$ cat config.mk
export PLATFORM = sky130hd
export DESIGN_NAME = cla_multiword_seq
export DESIGN_NICKNAME = d
export VERILOG_FILES = /design/src/rtl/cla_multiword_seq.sv
export SDC_FILE = /design/constraint.sdc
export NUM_CORES = 1
export LEC_CHECK = 0
export CELL_PAD_IN_SITES_DETAIL_PLACEMENT = 0
export CELL_PAD_IN_SITES_GLOBAL_PLACEMENT = 1
export CORE_UTILIZATION = 50
export DETAILED_ROUTE_END_ITERATION = 10
export DONT_BUFFER_PORTS = 1
export GPL_TIMING_DRIVEN = 1
export PLACE_DENSITY = 0.86
export SKIP_LAST_GASP = 1
export SLEW_MARGIN = 20
export SYNTH_ARGS = -nofsm -noshare
export SYNTH_HDL_FRONTEND = slang
export SYNTH_HIERARCHICAL = 1
export SYNTH_SLANG_ARGS = --single-unit
$ cat constraint.sdc
create_clock -name clk -period 6.1 [get_ports clk]
set_input_delay 1.525 -clock clk [delete_from_list [all_inputs] [get_ports clk]]
set_output_delay 1.525 -clock clk [all_outputs]
set_load 0.02 [all_outputs]
$ cat src/rtl/cla_multiword_seq.sv
// Multi-precision add/subtract sequencer: one 16-bit limb per cycle through a single shared CLA16,
// least-significant limb first, with the inter-limb carry rebuilt from the group G/P outputs.

module cla16 (
  input  logic [15:0] a,
  input  logic [15:0] b,
  input  logic        cin,
  output logic [15:0] sum,
  output logic        g,
  output logic        p
);
  logic [15:0] gb, pb, c;
  logic [3:0]  gg, pg, gc;

  always_comb begin
    gb = a & b;
    pb = a ^ b;
    for (int j = 0; j < 4; j++) begin
      gg[j] = gb[4*j+3] | (pb[4*j+3] & gb[4*j+2]) | (pb[4*j+3] & pb[4*j+2] & gb[4*j+1]) |
              (pb[4*j+3] & pb[4*j+2] & pb[4*j+1] & gb[4*j]);
      pg[j] = &pb[4*j +: 4];
    end
    // Second-level lookahead: carry into each 4-bit group straight from cin.
    gc[0] = cin;
    gc[1] = gg[0] | (pg[0] & cin);
    gc[2] = gg[1] | (pg[1] & gg[0]) | (pg[1] & pg[0] & cin);
    gc[3] = gg[2] | (pg[2] & gg[1]) | (pg[2] & pg[1] & gg[0]) | (pg[2] & pg[1] & pg[0] & cin);
    g     = gg[3] | (pg[3] & gg[2]) | (pg[3] & pg[2] & gg[1]) | (pg[3] & pg[2] & pg[1] & gg[0]);
    p     = &pg;
    for (int j = 0; j < 4; j++) begin
      c[4*j]   = gc[j];
      c[4*j+1] = gb[4*j] | (pb[4*j] & gc[j]);
      c[4*j+2] = gb[4*j+1] | (pb[4*j+1] & gb[4*j]) | (pb[4*j+1] & pb[4*j] & gc[j]);
      c[4*j+3] = gb[4*j+2] | (pb[4*j+2] & gb[4*j+1]) | (pb[4*j+2] & pb[4*j+1] & gb[4*j]) |
                 (pb[4*j+2] & pb[4*j+1] & pb[4*j] & gc[j]);
    end
    sum = pb ^ c;
  end
endmodule

module cla_multiword_seq #(
  parameter int unsigned WORDS = 4
) (
  input  logic                  clk,
  input  logic                  rst_n,
  input  logic                  in_valid,
  output logic                  in_ready,
  input  logic [16*WORDS-1:0]   a,
  input  logic [16*WORDS-1:0]   b,
  input  logic                  sub,
  output logic                  out_valid,
  input  logic                  out_ready,
  output logic [16*WORDS-1:0]   sum,
  output logic                  cout,
  output logic                  ovf,
  output logic                  busy
);
  localparam int unsigned W    = 16 * WORDS;
  localparam int unsigned IdxW = (WORDS > 1) ? $clog2(WORDS) : 1;

  typedef enum logic [1:0] {StIdle, StRun, StDone} state_e;

  state_e            state_q;
  logic [W-1:0]      op_a_q, op_b_q, sum_q;
  logic [IdxW-1:0]   idx_q;
  logic              carry_q, cout_q, ovf_q;
  logic [IdxW+3:0]   base;
  logic [15:0]       limb_sum;
  logic              limb_g, limb_p, carry_next, last;

  assign base       = {idx_q, 4'h0};
  assign carry_next = limb_g | (limb_p & carry_q);
  assign last       = (idx_q == IdxW'(WORDS - 1));

  cla16 u_cla16 (
    .a   (op_a_q[base +: 16]),
    .b   (op_b_q[base +: 16]),
    .cin (carry_q),
    .sum (limb_sum),
    .g   (limb_g),
    .p   (limb_p)
  );

  always_ff @(posedge clk) begin
    if (!rst_n) begin
      state_q <= StIdle;
      op_a_q  <= '0;
      op_b_q  <= '0;
      sum_q   <= '0;
      idx_q   <= '0;
      carry_q <= 1'b0;
      cout_q  <= 1'b0;
      ovf_q   <= 1'b0;
    end else begin
      unique case (state_q)
        StIdle: begin
          if (in_valid) begin
            op_a_q  <= a;
            // Subtract as A + ~B + 1: invert B here, inject the +1 as the initial carry.
            op_b_q  <= b ^ {W{sub}};
            carry_q <= sub;
            idx_q   <= '0;
            state_q <= StRun;
          end
        end
        StRun: begin
          sum_q[base +: 16] <= limb_sum;
          carry_q           <= carry_next;
          if (last) begin
            cout_q  <= carry_next;
            ovf_q   <= (op_a_q[W-1] == op_b_q[W-1]) && (limb_sum[15] != op_a_q[W-1]);
            state_q <= StDone;
          end else begin
            idx_q <= idx_q + 1'b1;
          end
        end
        StDone: begin
          if (out_ready) state_q <= StIdle;
        end
        default: state_q <= StIdle;
      endcase
    end
  end

  assign in_ready  = (state_q == StIdle);
  assign out_valid = (state_q == StDone);
  assign busy      = (state_q == StRun) || (state_q == StDone);
  assign sum       = sum_q;
  assign cout      = cout_q;
  assign ovf       = ovf_q;
endmodule

==> impl_metrics.sql <==
INSERT INTO impl_metrics (metric_group, metric, value, unit) VALUES
('critical_path', 'arrival', '4370', 'ps'),
('synth', 'post_synth_edffs', '0', ''),
('synth', 'postSynthCellCount', '1028', ''),
('timing', 'fin_worst_skew', '13.7', 'ps'),
('clocking', 'post_cts_resized', '0', ''),
('finish', 'final_net_count', '1130', ''),
('timing', 'clock.fmax', '250', 'MHz'),
('power', 'leakagePower', '4.26', 'nW'),
('timing', 'slew-limit-headroom', '0.333', ''),
('critical_path', 'rr_endpoint', 'sum[10]$_SDFFE_PN0P_', ''),
('drt', 'route.detailed.wl_per_inst', '19.9', 'um'),
('finish', 'diodes', '0', ''),
('synth', 'yosys_most_used_dff', 'sky130_fd_sc_hd__dfxtp_1', ''),
('drt', 'drc_errors', '0', ''),
('global_routing', 'first_global_vias', '6579', ''),
('synth', 'synth.distinct_cells', '54', ''),
('critical_path', 'crit_path_start_kind', 'flop', ''),
('power', 'powerDensity', '391', 'nW/um2'),
('drt', 'vias', '7234', ''),
('critical_path', 'ff2ff_setup_slack', '2110', 'ps'),
('drt', 'detail_route.iter0.violations', '536', ''),
('clocking', 'clock_path_buffers', '2', ''),
('synth', 'ys.warnings.count', '6', ''),
('timing', 'finalMaxSlewViolations', '0', ''),
('die', 'top_level_ports', '202', ''),
('die', 'floorplan.die_area', '20200', 'um2'),
('global_routing', 'overflow', '0', ''),
('clocking', 'cts_num_sinks', '199', ''),
('power', 'maximum_vdd_drop', '0.231', 'mV'),
('clocking', 'clock_tree.root_cell', 'sky130_fd_sc_hd__clkbuf_16', ''),
('power', 'sw_pwr', '1.47', 'mW'),
('timing', 'setup_violations', '0', ''),
('clocking', 'clock_latency_at_the_later_pin_of_the_worst_skew_pair', '440', 'ps'),
('clocking', 'clock_buffers_created_by_tritoncts', '17', ''),
('critical_path', 'worstSetupPathType', 'flop to flop', ''),
('global_routing', 'grt_pass1_wl', '37400', 'um'),
('global_routing', 'antenna_found_initial', '0', ''),
('placement', 'io_buffer_count', '0', ''),
('placement', 'place.detailed.hpwl', '17300', 'um'),
('die', 'floorplan.initialDensity', '0.517', ''),
('critical_path', 'timing.critical_path.to_type', 'flop', ''),
('finish', 'syn2layout_area_growth', '5.18', '%'),
('power', 'combinationalPowerShare', '0.306', ''),
('timing', 'finalSetupTns', '0', 'ps'),
('placement', 'finalWeightedCongestion', '0.847', ''),
('power', 'p_seq_frac', '0.421', ''),
('timing', 'hold_viol_final', '0', ''),
('job', 'max_cap_viols', '0', ''),
('finish', 'final_core_util', '0.544', ''),
('clocking', 'path_clk_slew', '70', 'ps'),
('min_path', 'worstHoldPathType', 'flop to flop', ''),
('clocking', 'cts_tree', 'built', ''),
('power', 'netSwitchingFraction', '0.365', ''),
('critical_path', 'worst_ep_required_time', '6470', 'ps'),
('drt', 'wirelength', '24700', 'um'),
('clocking', 'clock_tree.htree_level_count', '4', ''),
('critical_path', 'ff2ff_path_depth', '10', ''),
('clocking', 'cts_hold_repair.buffers', '0', ''),
('critical_path', 'rr_startpoint', 'idx_q[0]$_SDFFE_PN0P_', ''),
('synth', 'synth-seq-area-share', '0.405', ''),
('synth', 'synthesis.area_per_instance', '9.57', 'um2'),
('die', 'core', '19000', 'um2'),
('synth', 'synth_async_sr_flop_share', '0', ''),
('synth', 'synth_fp_nets', '1190', ''),
('global_routing', 'grt_start_max_net_pins', '205', ''),
('synth', 'yosys_register_bits', '199', ''),
('clocking', 'post_cts_buffers', '0', ''),
('die', 'fp.dieW', '142', 'um'),
('timing', 'timing_worst_slew_pin_value', '1000', 'ps'),
('timing', 'post_route_fraction_of_the_period_consumed_by_the_critical_path', '0.655', ''),
('die', 'dieHeight', '142', 'um'),
('drt', 'via_per_inst', '5.83', ''),
('die', 'core.rowCount', '50', ''),
('drt', 'first_pass_iters', '7', ''),
('timing', 'period_needed', '3990', 'ps'),
('synth', 'post_synth_instance_area', '9840', 'um2'),
('finish', 'final_layout_size_suffix_gt1_frac', '0.0928', ''),
('power', 'p_clk_frac', '0.272', ''),
('run_status', 'outcome', 'completed', ''),
('critical_path', 'critical_path_peak_fanout', '28', ''),
('critical_path', 'worstSetupStartpoint', 'idx_q[0]$_SDFFE_PN0P_', ''),
('power', 'cell_internal_pwr', '2.57', 'mW'),
('global_routing', 'globalRouteTotalUtil', '0.245', ''),
('drt', 'antenna_left', '0', ''),
('timing', 'grt_setup_unrepaired', 'no', ''),
('critical_path', 'critPathCapture', 'sum[10]$_SDFFE_PN0P_', '');
[sequential cells by signal (all words and copies together), names as in the netlist]
signal	cells
op_a_q	64
op_b_q	64
sum	64
idx_q	2
state_q	2
carry_q	1
cout	1
ovf	1
[per-stage QoR]
stage | setup WS [ps] | hold WS [ps] | instances | total power, mW | instance area, um2
after floorplan | 2800 | 432 | 1028 | 2.63 | 9840
after global placement | 2210 | 441 | 1209 | 2.94 | 9770
after detailed placement | 2130 | 446 | 1209 | 2.96 | 9770
after CTS | 2110 | 455 | 1241 | 4.05 | 10300
after global routing | 1860 | 478 | 1241 | 4.25 | 10300
final | 2110 | 454 | 1241 | 4.04 | 10300
[synthesized netlist by cell type (11+ instances only)]
master / n / area, um2
sky130_fd_sc_hd__nand4b_1: 16 / 140
sky130_fd_sc_hd__a32oi_1: 16 / 140
sky130_fd_sc_hd__o211a_1: 65 / 651
sky130_fd_sc_hd__inv_1: 11 / 41.3
sky130_fd_sc_hd__xnor2_1: 68 / 596
sky130_fd_sc_hd__buf_2: 33 / 165
sky130_fd_sc_hd__a21oi_1: 13 / 65.1
sky130_fd_sc_hd__a21boi_1: 49 / 368
sky130_fd_sc_hd__a21boi_0: 64 / 480
sky130_fd_sc_hd__clkbuf_1: 35 / 131
sky130_fd_sc_hd__nand3_1: 18 / 90.1
sky130_fd_sc_hd__dfxtp_1: 199 / 3980
sky130_fd_sc_hd__ha_1: 25 / 313
sky130_fd_sc_hd__nor2b_1: 18 / 113
sky130_fd_sc_hd__mux4_2: 32 / 721
sky130_fd_sc_hd__nand4_1: 16 / 100
sky130_fd_sc_hd__nand2_1: 263 / 987
[final cells by class]
| type | instances | area, um2 |
|---|---|---|
| Tap cell | 260 | 325 |
| Fill cell | 1745 | 8670 |
| Timing Repair Buffer | 6 | 45.0 |
| Inverter | 12 | 45.0 |
| Clock inverter | 13 | 121 |
| Multi-Input combinational cell | 732 | 5370 |
| Sequential cell | 199 | 3990 |
| Clock buffer | 19 | 453 |
[kinds of logic after synthesis]
kind of cell | Yosys count | synth area share
mux | 36 | 0.0773
simple gates | 358 | 0.167
fa+ha+maj | 29 | 0.0399
xor+xnor | 75 | 0.0668
compound gates | 234 | 0.194
buf+inv | 97 | 0.0501
flops | 199 | 0.405
[power groups by stage]
| stage | clock network [mW] | registers (mW) | logic [mW] |
|---|---|---|---|
| finish | 1.10 | 1.70 | 1.24 |
| global route | 1.17 | 1.73 | 1.35 |
| CTS | 1.12 | 1.70 | 1.23 |
| detailed placement | 0 | 1.73 | 1.23 |
| global placement | 0 | 1.73 | 1.21 |
| floorplan | 0 | 1.65 | 0.982 |
[critical path, stage by stage, from the launching register on]
cell	delay (ps)
sky130_fd_sc_hd__dfxtp_2	540
sky130_fd_sc_hd__buf_4	460
sky130_fd_sc_hd__mux4_2	570
sky130_fd_sc_hd__ha_1	370
sky130_fd_sc_hd__nand3_1	140
sky130_fd_sc_hd__nor3_2	230
sky130_fd_sc_hd__o21ai_1	120
sky130_fd_sc_hd__a31o_2	260
sky130_fd_sc_hd__a221oi_1	830
sky130_fd_sc_hd__nand4_1	210
sky130_fd_sc_hd__a21boi_1	180
[worst min path at each step]
stage	startpoint	to	cells past startpoint
after floorplan	op_a_q[28]$_SDFFE_PN0P_	op_a_q[28]$_SDFFE_PN0P_	2
after global placement	op_a_q[38]$_SDFFE_PN0P_	op_a_q[38]$_SDFFE_PN0P_	2
after detailed placement	op_a_q[40]$_SDFFE_PN0P_	op_a_q[40]$_SDFFE_PN0P_	2
after CTS	op_a_q[35]$_SDFFE_PN0P_	op_a_q[35]$_SDFFE_PN0P_	2
after global routing	op_a_q[33]$_SDFFE_PN0P_	op_a_q[33]$_SDFFE_PN0P_	2
final	op_a_q[35]$_SDFFE_PN0P_	op_a_q[35]$_SDFFE_PN0P_	2
[placed cells by master, fill, tap and decap left out, types with 5 or more instances in the layout]
cell                        Yosys  layout
sky130_fd_sc_hd__nand2_1      263     262
sky130_fd_sc_hd__a21boi_1      49      49
sky130_fd_sc_hd__nand3_1       18      18
sky130_fd_sc_hd__xor2_1         7       7
sky130_fd_sc_hd__a21oi_1       13      13
sky130_fd_sc_hd__mux4_2        32      32
sky130_fd_sc_hd__nor2_1         7       7
sky130_fd_sc_hd__nand4_1       16      16
sky130_fd_sc_hd__inv_1         11      11
sky130_fd_sc_hd__o21ai_0        5       5
sky130_fd_sc_hd__clkbuf_16      0      17
sky130_fd_sc_hd__dfxtp_1      199     197
sky130_fd_sc_hd__buf_4          9       6
sky130_fd_sc_hd__o211a_1       65      65
sky130_fd_sc_hd__a21boi_0      64      64
sky130_fd_sc_hd__nand4b_1      16      16
sky130_fd_sc_hd__xnor2_1       68      68
sky130_fd_sc_hd__nor2b_1       18      18
sky130_fd_sc_hd__a32oi_1       16      16
sky130_fd_sc_hd__ha_1          25      25
[routing by layer]
layer,share of wire,GRT usage,vias up
li1,-,-,3476
met1,0.44,0.326,3494
met2,0.47,0.391,239
met3,0.077,0.0659,25
met4,0.015,0.0702,0
met5,0,0,-
(Power assumes the default switching activity.)
